<file path="src/rtl/viterbi_pkg.sv">
// Shared types and constants for the Viterbi loopback link controller.
// Holds the frame FSM states, LFSR constants and a saturating counter helper.
package viterbi_pkg;

    typedef enum logic [2:0] {
        IDLE,
        SEND,
        FLUSH,
        DRAIN,
        DONE
    } state_t;

    localparam logic [15:0] LFSR_DEFAULT_SEED = 16'hACE1;

    // Feedback taps on bits 0,2,3,5 of a right-shifting LFSR: x^16+x^14+x^13+x^11+1
    localparam logic [15:0] LFSR_TAPS = 16'h002D;

    function automatic logic [31:0] sat_inc(input logic [31:0] value, input int unsigned width);
        logic [31:0] max_val;
        max_val = (width >= 32) ? 32'hFFFF_FFFF : ((32'd1 << width) - 32'd1);
        return (value >= max_val) ? value : value + 32'd1;
    endfunction

endpackage

</file>
<file path="src/rtl/viterbi_link_ctrl_if.sv">
// Frame control, encoder/channel drive and result signals of the link controller.
// The slave modport is the controller side, the master modport the system side.
interface viterbi_link_ctrl_if #(
    parameter int CNT_W = 16
);
    logic             start_i;
    logic [15:0]      seed_i;
    logic [4:0]       inj_period_i;
    logic             enc_bit_o;
    logic             enc_en_o;
    logic [1:0]       inj_mask_o;
    logic             dec_bit_i;
    logic             busy_o;
    logic             done_o;
    logic [CNT_W-1:0] bit_err_ct_o;
    logic [CNT_W-1:0] inj_ct_o;

    modport slave (
        input  start_i, seed_i, inj_period_i, dec_bit_i,
        output enc_bit_o, enc_en_o, inj_mask_o, busy_o, done_o, bit_err_ct_o, inj_ct_o
    );

    modport master (
        output start_i, seed_i, inj_period_i, dec_bit_i,
        input  enc_bit_o, enc_en_o, inj_mask_o, busy_o, done_o, bit_err_ct_o, inj_ct_o
    );
endinterface

</file>
<file path="src/rtl/prbs16.sv">
// 16-bit Fibonacci PRBS generator producing the payload bit stream.
// A zero seed would lock the register, so it is replaced by the default seed.
module prbs16
    import viterbi_pkg::*;
(
    input  logic        clk,
    input  logic        rst,
    input  logic        load,
    input  logic [15:0] seed,
    input  logic        advance,
    output logic        bit_o
);

    logic [15:0] lfsr;

    always_ff @(posedge clk or negedge rst) begin
        if (!rst) begin
            lfsr <= LFSR_DEFAULT_SEED;
        end else if (load) begin
            lfsr <= (seed == 16'h0000) ? LFSR_DEFAULT_SEED : seed;
        end else if (advance) begin
            lfsr <= {^(lfsr & LFSR_TAPS), lfsr[15:1]};
        end
    end

    assign bit_o = lfsr[0];

endmodule

</file>
<file path="src/rtl/viterbi_link_ctrl.sv">
// Frame sequencer for the encoder -> channel -> Viterbi decoder loopback:
// sends a PRBS frame plus flush tail, injects channel errors, and counts decode errors.
module viterbi_link_ctrl
    import viterbi_pkg::*;
#(
    parameter int FRAME_LEN = 256,
    parameter int TAIL      = 2,
    parameter int ENC_LAT   = 1,
    parameter int DEC_LAT   = 16,
    parameter int CNT_W     = 16
) (
    input  logic               clk,
    input  logic               rst,
    viterbi_link_ctrl_if.slave link
);

    localparam int MAX_A   = (FRAME_LEN > TAIL) ? FRAME_LEN : TAIL;
    localparam int MAX_LEN = (MAX_A > DEC_LAT) ? MAX_A : DEC_LAT;
    localparam int IDX_W   = $clog2(MAX_LEN + 1);

    state_t             state;
    state_t             state_nxt;
    logic [IDX_W-1:0]   idx;
    logic               accept;
    logic               enc_en;
    logic               enc_bit;
    logic               busy;
    logic               done;
    logic               prbs_bit;

    logic [4:0]         period_q;
    logic [4:0]         word_cnt;
    logic               inj_hit;
    logic [ENC_LAT-1:0] inj_pipe;
    logic [CNT_W-1:0]   inj_ct;
    logic [CNT_W-1:0]   err_ct;

    logic [DEC_LAT-1:0] dl_valid;
    logic [DEC_LAT-1:0] dl_bit;
    logic               dl_mismatch;

    prbs16 u_prbs (
        .clk     (clk),
        .rst     (rst),
        .load    (accept),
        .seed    (link.seed_i),
        .advance (state == SEND),
        .bit_o   (prbs_bit)
    );

    // The phase index restarts whenever the FSM changes state
    always_ff @(posedge clk or negedge rst) begin
        if (!rst) begin
            state <= IDLE;
            idx   <= '0;
        end else begin
            state <= state_nxt;
            if (state_nxt != state || state == IDLE) begin
                idx <= '0;
            end else begin
                idx <= idx + 1'b1;
            end
        end
    end

    always_comb begin
        state_nxt = state;
        accept    = 1'b0;
        enc_en    = 1'b0;
        enc_bit   = 1'b0;
        busy      = 1'b1;
        done      = 1'b0;
        case (state)
            IDLE: begin
                busy = 1'b0;
                if (link.start_i) begin
                    accept    = 1'b1;
                    state_nxt = SEND;
                end
            end
            SEND: begin
                enc_en  = 1'b1;
                enc_bit = prbs_bit;
                if (idx == IDX_W'(FRAME_LEN - 1)) state_nxt = FLUSH;
            end
            FLUSH: begin
                enc_en = 1'b1;
                if (idx == IDX_W'(TAIL - 1)) state_nxt = DRAIN;
            end
            DRAIN: begin
                if (idx == IDX_W'(DEC_LAT - 1)) state_nxt = DONE;
            end
            DONE: begin
                done      = 1'b1;
                state_nxt = IDLE;
            end
            default: begin
                busy      = 1'b0;
                state_nxt = IDLE;
            end
        endcase
    end

    assign inj_hit     = enc_en && (period_q != 5'd0) && (word_cnt == period_q - 5'd1);
    assign dl_mismatch = dl_valid[DEC_LAT-1] && (link.dec_bit_i != dl_bit[DEC_LAT-1]);

    // Counters clear on an accepted start and otherwise hold between frames
    always_ff @(posedge clk or negedge rst) begin
        if (!rst) begin
            period_q <= '0;
            word_cnt <= '0;
            inj_ct   <= '0;
            err_ct   <= '0;
        end else if (accept) begin
            period_q <= link.inj_period_i;
            word_cnt <= '0;
            inj_ct   <= '0;
            err_ct   <= '0;
        end else begin
            if (enc_en) word_cnt <= inj_hit ? 5'd0 : word_cnt + 5'd1;
            if (inj_hit) inj_ct <= CNT_W'(sat_inc(32'(inj_ct), CNT_W));
            if (dl_mismatch) err_ct <= CNT_W'(sat_inc(32'(err_ct), CNT_W));
        end
    end

    // Injection mask trails the encoder input by the encoder latency;
    // the delay line holds every sent bit until its decoded copy arrives.
    always_ff @(posedge clk or negedge rst) begin
        if (!rst) begin
            inj_pipe <= '0;
            dl_valid <= '0;
            dl_bit   <= '0;
        end else begin
            inj_pipe <= ENC_LAT'({inj_pipe, inj_hit});
            dl_valid <= DEC_LAT'({dl_valid, enc_en && (state == SEND)});
            dl_bit   <= DEC_LAT'({dl_bit, enc_en && enc_bit});
        end
    end

    assign link.enc_en_o     = enc_en;
    assign link.enc_bit_o    = enc_bit;
    assign link.busy_o       = busy;
    assign link.done_o       = done;
    assign link.inj_mask_o   = {2{inj_pipe[ENC_LAT-1]}};
    assign link.inj_ct_o     = inj_ct;
    assign link.bit_err_ct_o = err_ct;

endmodule

</file>
<file path="src/flat_wrapper.sv">
// flat-port wrapper written by rule: the top's interface ports become plain ports
module viterbi_link_ctrl_flat import viterbi_pkg::*;
#(
    parameter int FRAME_LEN = 256,
    parameter int TAIL      = 2,
    parameter int ENC_LAT   = 1,
    parameter int DEC_LAT   = 16,
    parameter int CNT_W     = 16
)
  (clk, rst, link_start_i, link_seed_i, link_inj_period_i, link_dec_bit_i, link_enc_bit_o, link_enc_en_o, link_inj_mask_o, link_busy_o, link_done_o, link_bit_err_ct_o, link_inj_ct_o);
  viterbi_link_ctrl_if #(.CNT_W(CNT_W)) link_i ();
  input  logic clk;
  input  logic rst;
  input wire logic [$bits(link_i.start_i)-1:0] link_start_i;
  input wire logic [$bits(link_i.seed_i)-1:0] link_seed_i;
  input wire logic [$bits(link_i.inj_period_i)-1:0] link_inj_period_i;
  input wire logic [$bits(link_i.dec_bit_i)-1:0] link_dec_bit_i;
  output wire logic [$bits(link_i.enc_bit_o)-1:0] link_enc_bit_o;
  output wire logic [$bits(link_i.enc_en_o)-1:0] link_enc_en_o;
  output wire logic [$bits(link_i.inj_mask_o)-1:0] link_inj_mask_o;
  output wire logic [$bits(link_i.busy_o)-1:0] link_busy_o;
  output wire logic [$bits(link_i.done_o)-1:0] link_done_o;
  output wire logic [$bits(link_i.bit_err_ct_o)-1:0] link_bit_err_ct_o;
  output wire logic [$bits(link_i.inj_ct_o)-1:0] link_inj_ct_o;
  assign link_i.start_i = link_start_i;
  assign link_i.seed_i = link_seed_i;
  assign link_i.inj_period_i = link_inj_period_i;
  assign link_i.dec_bit_i = link_dec_bit_i;
  assign link_enc_bit_o = link_i.enc_bit_o;
  assign link_enc_en_o = link_i.enc_en_o;
  assign link_inj_mask_o = link_i.inj_mask_o;
  assign link_busy_o = link_i.busy_o;
  assign link_done_o = link_i.done_o;
  assign link_bit_err_ct_o = link_i.bit_err_ct_o;
  assign link_inj_ct_o = link_i.inj_ct_o;
  viterbi_link_ctrl #(.FRAME_LEN(FRAME_LEN), .TAIL(TAIL), .ENC_LAT(ENC_LAT), .DEC_LAT(DEC_LAT), .CNT_W(CNT_W)) u_core (.clk(clk), .rst(rst), .link(link_i));
endmodule
</file>
<file path="config.mk">
export PLATFORM = sky130hd
export DESIGN_NAME = viterbi_link_ctrl_flat
export DESIGN_NICKNAME = d
export VERILOG_FILES = /design/src/rtl/viterbi_pkg.sv /design/src/rtl/viterbi_link_ctrl_if.sv /design/src/rtl/prbs16.sv /design/src/rtl/viterbi_link_ctrl.sv /design/src/flat_wrapper.sv
export SDC_FILE = /design/constraint.sdc
export NUM_CORES = 1
export LEC_CHECK = 0
export CORE_MARGIN = 5
export CORE_UTILIZATION = 45
export CTS_CLUSTER_DIAMETER = 40
export DETAILED_ROUTE_END_ITERATION = 10
export PLACE_DENSITY_LB_ADDON = 0.05
export SYNTH_ARGS = -nofsm -noshare
export SYNTH_HDL_FRONTEND = slang
export SYNTH_HIERARCHICAL = 1
export SYNTH_SLANG_ARGS = --single-unit
</file>
<file path="constraint.sdc">
create_clock -name clk -period 2.6 [get_ports clk]
set_input_delay 0.65 -clock clk [delete_from_list [all_inputs] [get_ports clk]]
set_output_delay 0.65 -clock clk [all_outputs]
set_load 0.005 [all_outputs]
</file>
==> flow_metrics.tcl <==
set metrics [dict create \
    status "finished clean" \
    yosysUniqueCellTypes 56 \
    initialDrtViolationCount 182 \
    detailroute.via_count 3370 \
    wire_per_inst_um 14.7 \
    cellPowerDensity_nw_per_um2 839 \
    synthesis.area_um2 4670 \
    drt.antenna.violating_nets 0 \
    critical_path.slowest_cell "sky130_fd_sc_hd__clkdlybuf4s50_1" \
    clkSlewWorstSetupHoldPaths_ns 0.11 \
    total_grt_usage_pct 15.3 \
    fin_total_pwr_w 0.00472 \
    critical_path_arrival_ns 1.81 \
    initial_core_utilization_pct 45.6 \
    yosys.cell_count.top_type "sky130_fd_sc_hd__dfrtp_1" \
    grt_overflow 0 \
    cts-root-to-sink-buffers 2 \
    ctsHoldBuffers 0 \
    clk-insertion-delay-late_ns 0.37 \
    critPathMaxStageDelay_ns 0.50 \
    grt_setup_unrepaired "no" \
    synthArstFlopShare_pct 100 \
    post-dp-hpwl_um 6530 \
    detail_route.first_pass.iterations 4 \
    final.min_clock_period_ns 2.46 \
    power.clock.fraction_pct 20.4 \
    power_switching_share_pct 31.8 \
    num_rows 37 \
    critPathLaunchType "flop" \
    critical_path.max_fanout 8 \
    num_antenna_cells 0 \
    crit_required_ns 1.95 \
    final_max_slew_viol_count 0 \
    drive_above_1_share_pct 12.9 \
    nets 525 \
    fin_crit_sh_pct 94.7 \
    numCtsBuffers 9 \
    synth-seq-cells 103 \
    grt_first_pass_wirelength_um 15900 \
    first_global_vias 3298 \
    dieHeight_um 112 \
    worst-setup-path-type "flop to primary output" \
    num_io_pins 63 \
    sequential_cell_area_fraction_in_the_yosys_report_pct 55.5 \
    cts_tree "built" \
    hold_fails_final_rpt 0 \
    edff_count_synth 0 \
    worst_slew_margin_rel_pct 67.0 \
    whs_ns 0.227 \
    count_of_placed_standard_cells_including_taps 617 \
    post-synth-top-area-fraction_pct 51.0 \
    via_per_inst 5.32 \
    setup-violations-final 0 \
    worst_ir_drop_vdd_uv 377 \
    leading_post_synthesis_cells_by_instance_count "95 x sky130_fd_sc_hd__dfrtp_1, 43 x sky130_fd_sc_hd__nand2_1, 40 x sky130_fd_sc_hd__nor2_1, 23 x sky130_fd_sc_hd__o21ai_0, 17 x sky130_fd_sc_hd__nand3_1" \
    dominant_cells_by_area_after_synthesis "sky130_fd_sc_hd__dfrtp_1 51%, sky130_fd_sc_hd__dfstp_2 4.5%, sky130_fd_sc_hd__nand2_1 3.5%" \
    area_growth_syn_to_layout_pct 20.5 \
    grt_antenna_before_repair 0 \
    p_seq_share_pct 52.9 \
    power_report.internal_total_w 0.00321 \
    register_area_um2 2590 \
    timing.setup.tns_ns 0 \
    yosysWarnings 6 \
    drt_wl_total_um 9310 \
    layout.filler_cells 910 \
    p_sw_w 0.00150 \
    die_width_um 112 \
    multi_input_area_um2 1910 \
    comb_power_share_pct 26.8 \
    postSynth.topFlopCell "sky130_fd_sc_hd__dfrtp_1" \
    crit_path_end_kind "primary output" \
    netlist_instances 427 \
    htreeDepth 3 \
    max_slew.worst_pin.slew_ns 0.495 \
    max_freq_ghz 0.406 \
    core_region_area_um2 10200 \
    grt_max_degree 50 \
    design.die.area_um2 12500 \
    synth_area_leader_cell "sky130_fd_sc_hd__dfrtp_1" \
    r2r_depth 8 \
    drv.max_cap_violation_count 0 \
    synthesis.area_per_instance_um2 10.9 \
    placement.io_buffers 62 \
    static_power_due_to_leakage_nw 2.42 \
    ctsRootBufferMaster "sky130_fd_sc_hd__clkbuf_8" \
    critical_path.cell_chain "xnor2_1, or2_4, clkinv_2, clkdlybuf4s50_1" \
    global_placement_routability_congestion 0.812 \
    synth_nets 459 \
    hold_class "input pin to asynchronous set/reset pin" \
    final.setup_skew_ns 0.0126 \
    layoutNonFillerInstCount 634 \
    clock_sinks 103 \
    post_detailed_route_drc_marker_count 0 \
]
==> per-layer routing <==
metal | vias up | track usage (%) | wire length, um
li1 | 1630 | - | -
met5 | - | 0 | 0
met4 | 0 | 4.62 | 111
met1 | 1662 | 21.9 | 4540
met2 | 71 | 23.1 | 4210
met3 | 7 | 3.97 | 444
==> stage by stage <==
stage / util [%] / area (um^2) / setup slack [ns]
after floorplan: - / 4670 / 0.495
after global placement: 52.9 / 5420 / 0.281
after detailed placement: 52.9 / 5420 / 0.253
after CTS: 54.9 / 5620 / 0.0274
after global routing: 54.9 / 5620 / 0.0212
final: 54.9 / 5620 / 0.137
==> registers in the layout, summed over array words and instances, names as in the netlist <==
| signal | flops |
|---|---|
| u_core/link.bit_err_ct_o | 16 |
| u_core/idx | 9 |
| u_core/link.inj_ct_o | 16 |
| u_core/period_q | 5 |
| u_core/state | 3 |
| u_core/word_cnt | 5 |
| u_core/inj_pipe | 1 |
| u_core/dl_valid | 16 |
| u_core/dl_bit | 16 |
| u_core/u_prbs/lfsr | 16 |
==> kinds of logic after synthesis <==
family | count (synthesis) | share of synthesized area (%)
AND/OR/NAND/NOR | 167 | 18.7
multiplexers | 22 | 4.99
buffers and inverters | 31 | 3.91
AO/OA/AOI/OAI | 68 | 9.65
flip-flops | 103 | 55.5
XOR/XNOR | 29 | 5.44
adder cells (fa/ha/maj) | 7 | 1.88
==> layout by cell type, fill, tap and decap left out, types with 4 or more instances in the layout <==
master | Yosys | final
sky130_fd_sc_hd__nor2_1 | 40 | 39
sky130_fd_sc_hd__nor3_1 | 6 | 6
sky130_fd_sc_hd__clkdlybuf4s50_1 | 0 | 61
sky130_fd_sc_hd__xor2_1 | 15 | 15
sky130_fd_sc_hd__inv_1 | 11 | 10
sky130_fd_sc_hd__dfstp_2 | 8 | 8
sky130_fd_sc_hd__o211ai_1 | 4 | 4
sky130_fd_sc_hd__a31oi_1 | 7 | 7
sky130_fd_sc_hd__o22a_2 | 7 | 7
sky130_fd_sc_hd__or3_1 | 4 | 4
sky130_fd_sc_hd__and2_1 | 4 | 4
sky130_fd_sc_hd__xnor2_1 | 14 | 14
sky130_fd_sc_hd__nand4_1 | 9 | 9
sky130_fd_sc_hd__mux2i_1 | 15 | 15
sky130_fd_sc_hd__and4_1 | 4 | 4
sky130_fd_sc_hd__nor4_1 | 7 | 7
sky130_fd_sc_hd__mux2_2 | 6 | 6
sky130_fd_sc_hd__buf_4 | 4 | 12
sky130_fd_sc_hd__nand2b_1 | 4 | 4
sky130_fd_sc_hd__dfrtp_1 | 95 | 93
sky130_fd_sc_hd__and3_1 | 10 | 10
sky130_fd_sc_hd__nand3_1 | 17 | 17
sky130_fd_sc_hd__o21ai_0 | 23 | 23
sky130_fd_sc_hd__a21oi_1 | 12 | 12
sky130_fd_sc_hd__ha_1 | 7 | 7
sky130_fd_sc_hd__clkbuf_8 | 0 | 9
sky130_fd_sc_hd__nand2_1 | 43 | 43
==> cell type report <==
class                           count  share of cell area [%]
Clock buffer                       10                    2.27
Inverter                           12                   0.824
Sequential cell                   103                    46.1
Multi-Input combinational cell    293                    33.9
Tap cell                          136                    3.03
Timing Repair Buffer               74                    12.8
Clock inverter                      6                    1.07
==> worst paths after layout <==
path                                    start                  endpoint  slack (ns)
setup / recovery              u_core/state[1]             link_enc_en_o        0.14
hold / removal                            rst         u_core/dl_bit[15]        0.23
setup reg to reg           u_core/period_q[0]  u_core/link.inj_ct_o[11]        0.19
hold reg to reg             u_core/dl_bit[10]         u_core/dl_bit[11]        0.35
max in group asynchronous                 rst   u_core/link.inj_ct_o[2]        1.69
min in group clk            u_core/dl_bit[10]         u_core/dl_bit[11]        0.35
==> repair_timing <==
| item | in CTS | in global routing |
|---|---|---|
| buffers inserted | 1 | 0 |
| endpoints found under the setup margin | 1 | 2 |
| resized for setup | 3 | 2 |
==> critical path: cells and delay by family (launching register included) <==
kind | cells | cell delay (ns)
buffers and inverters | 2 | 0.60
flip-flops | 1 | 0.42
AND/OR/NAND/NOR | 1 | 0.27
XOR/XNOR | 1 | 0.17
==> power by group through the flow <==
stage                     logic (W)  registers (W)  clock network (W)
after global placement      0.00125        0.00252                  0
after global routing        0.00143        0.00256            0.00108
after floorplan            0.000853        0.00242                  0
after detailed placement    0.00128        0.00253                  0
after CTS                   0.00128        0.00250            0.00101
final                       0.00126        0.00249           0.000961
Note: power is estimated with default switching activity, not from simulation.
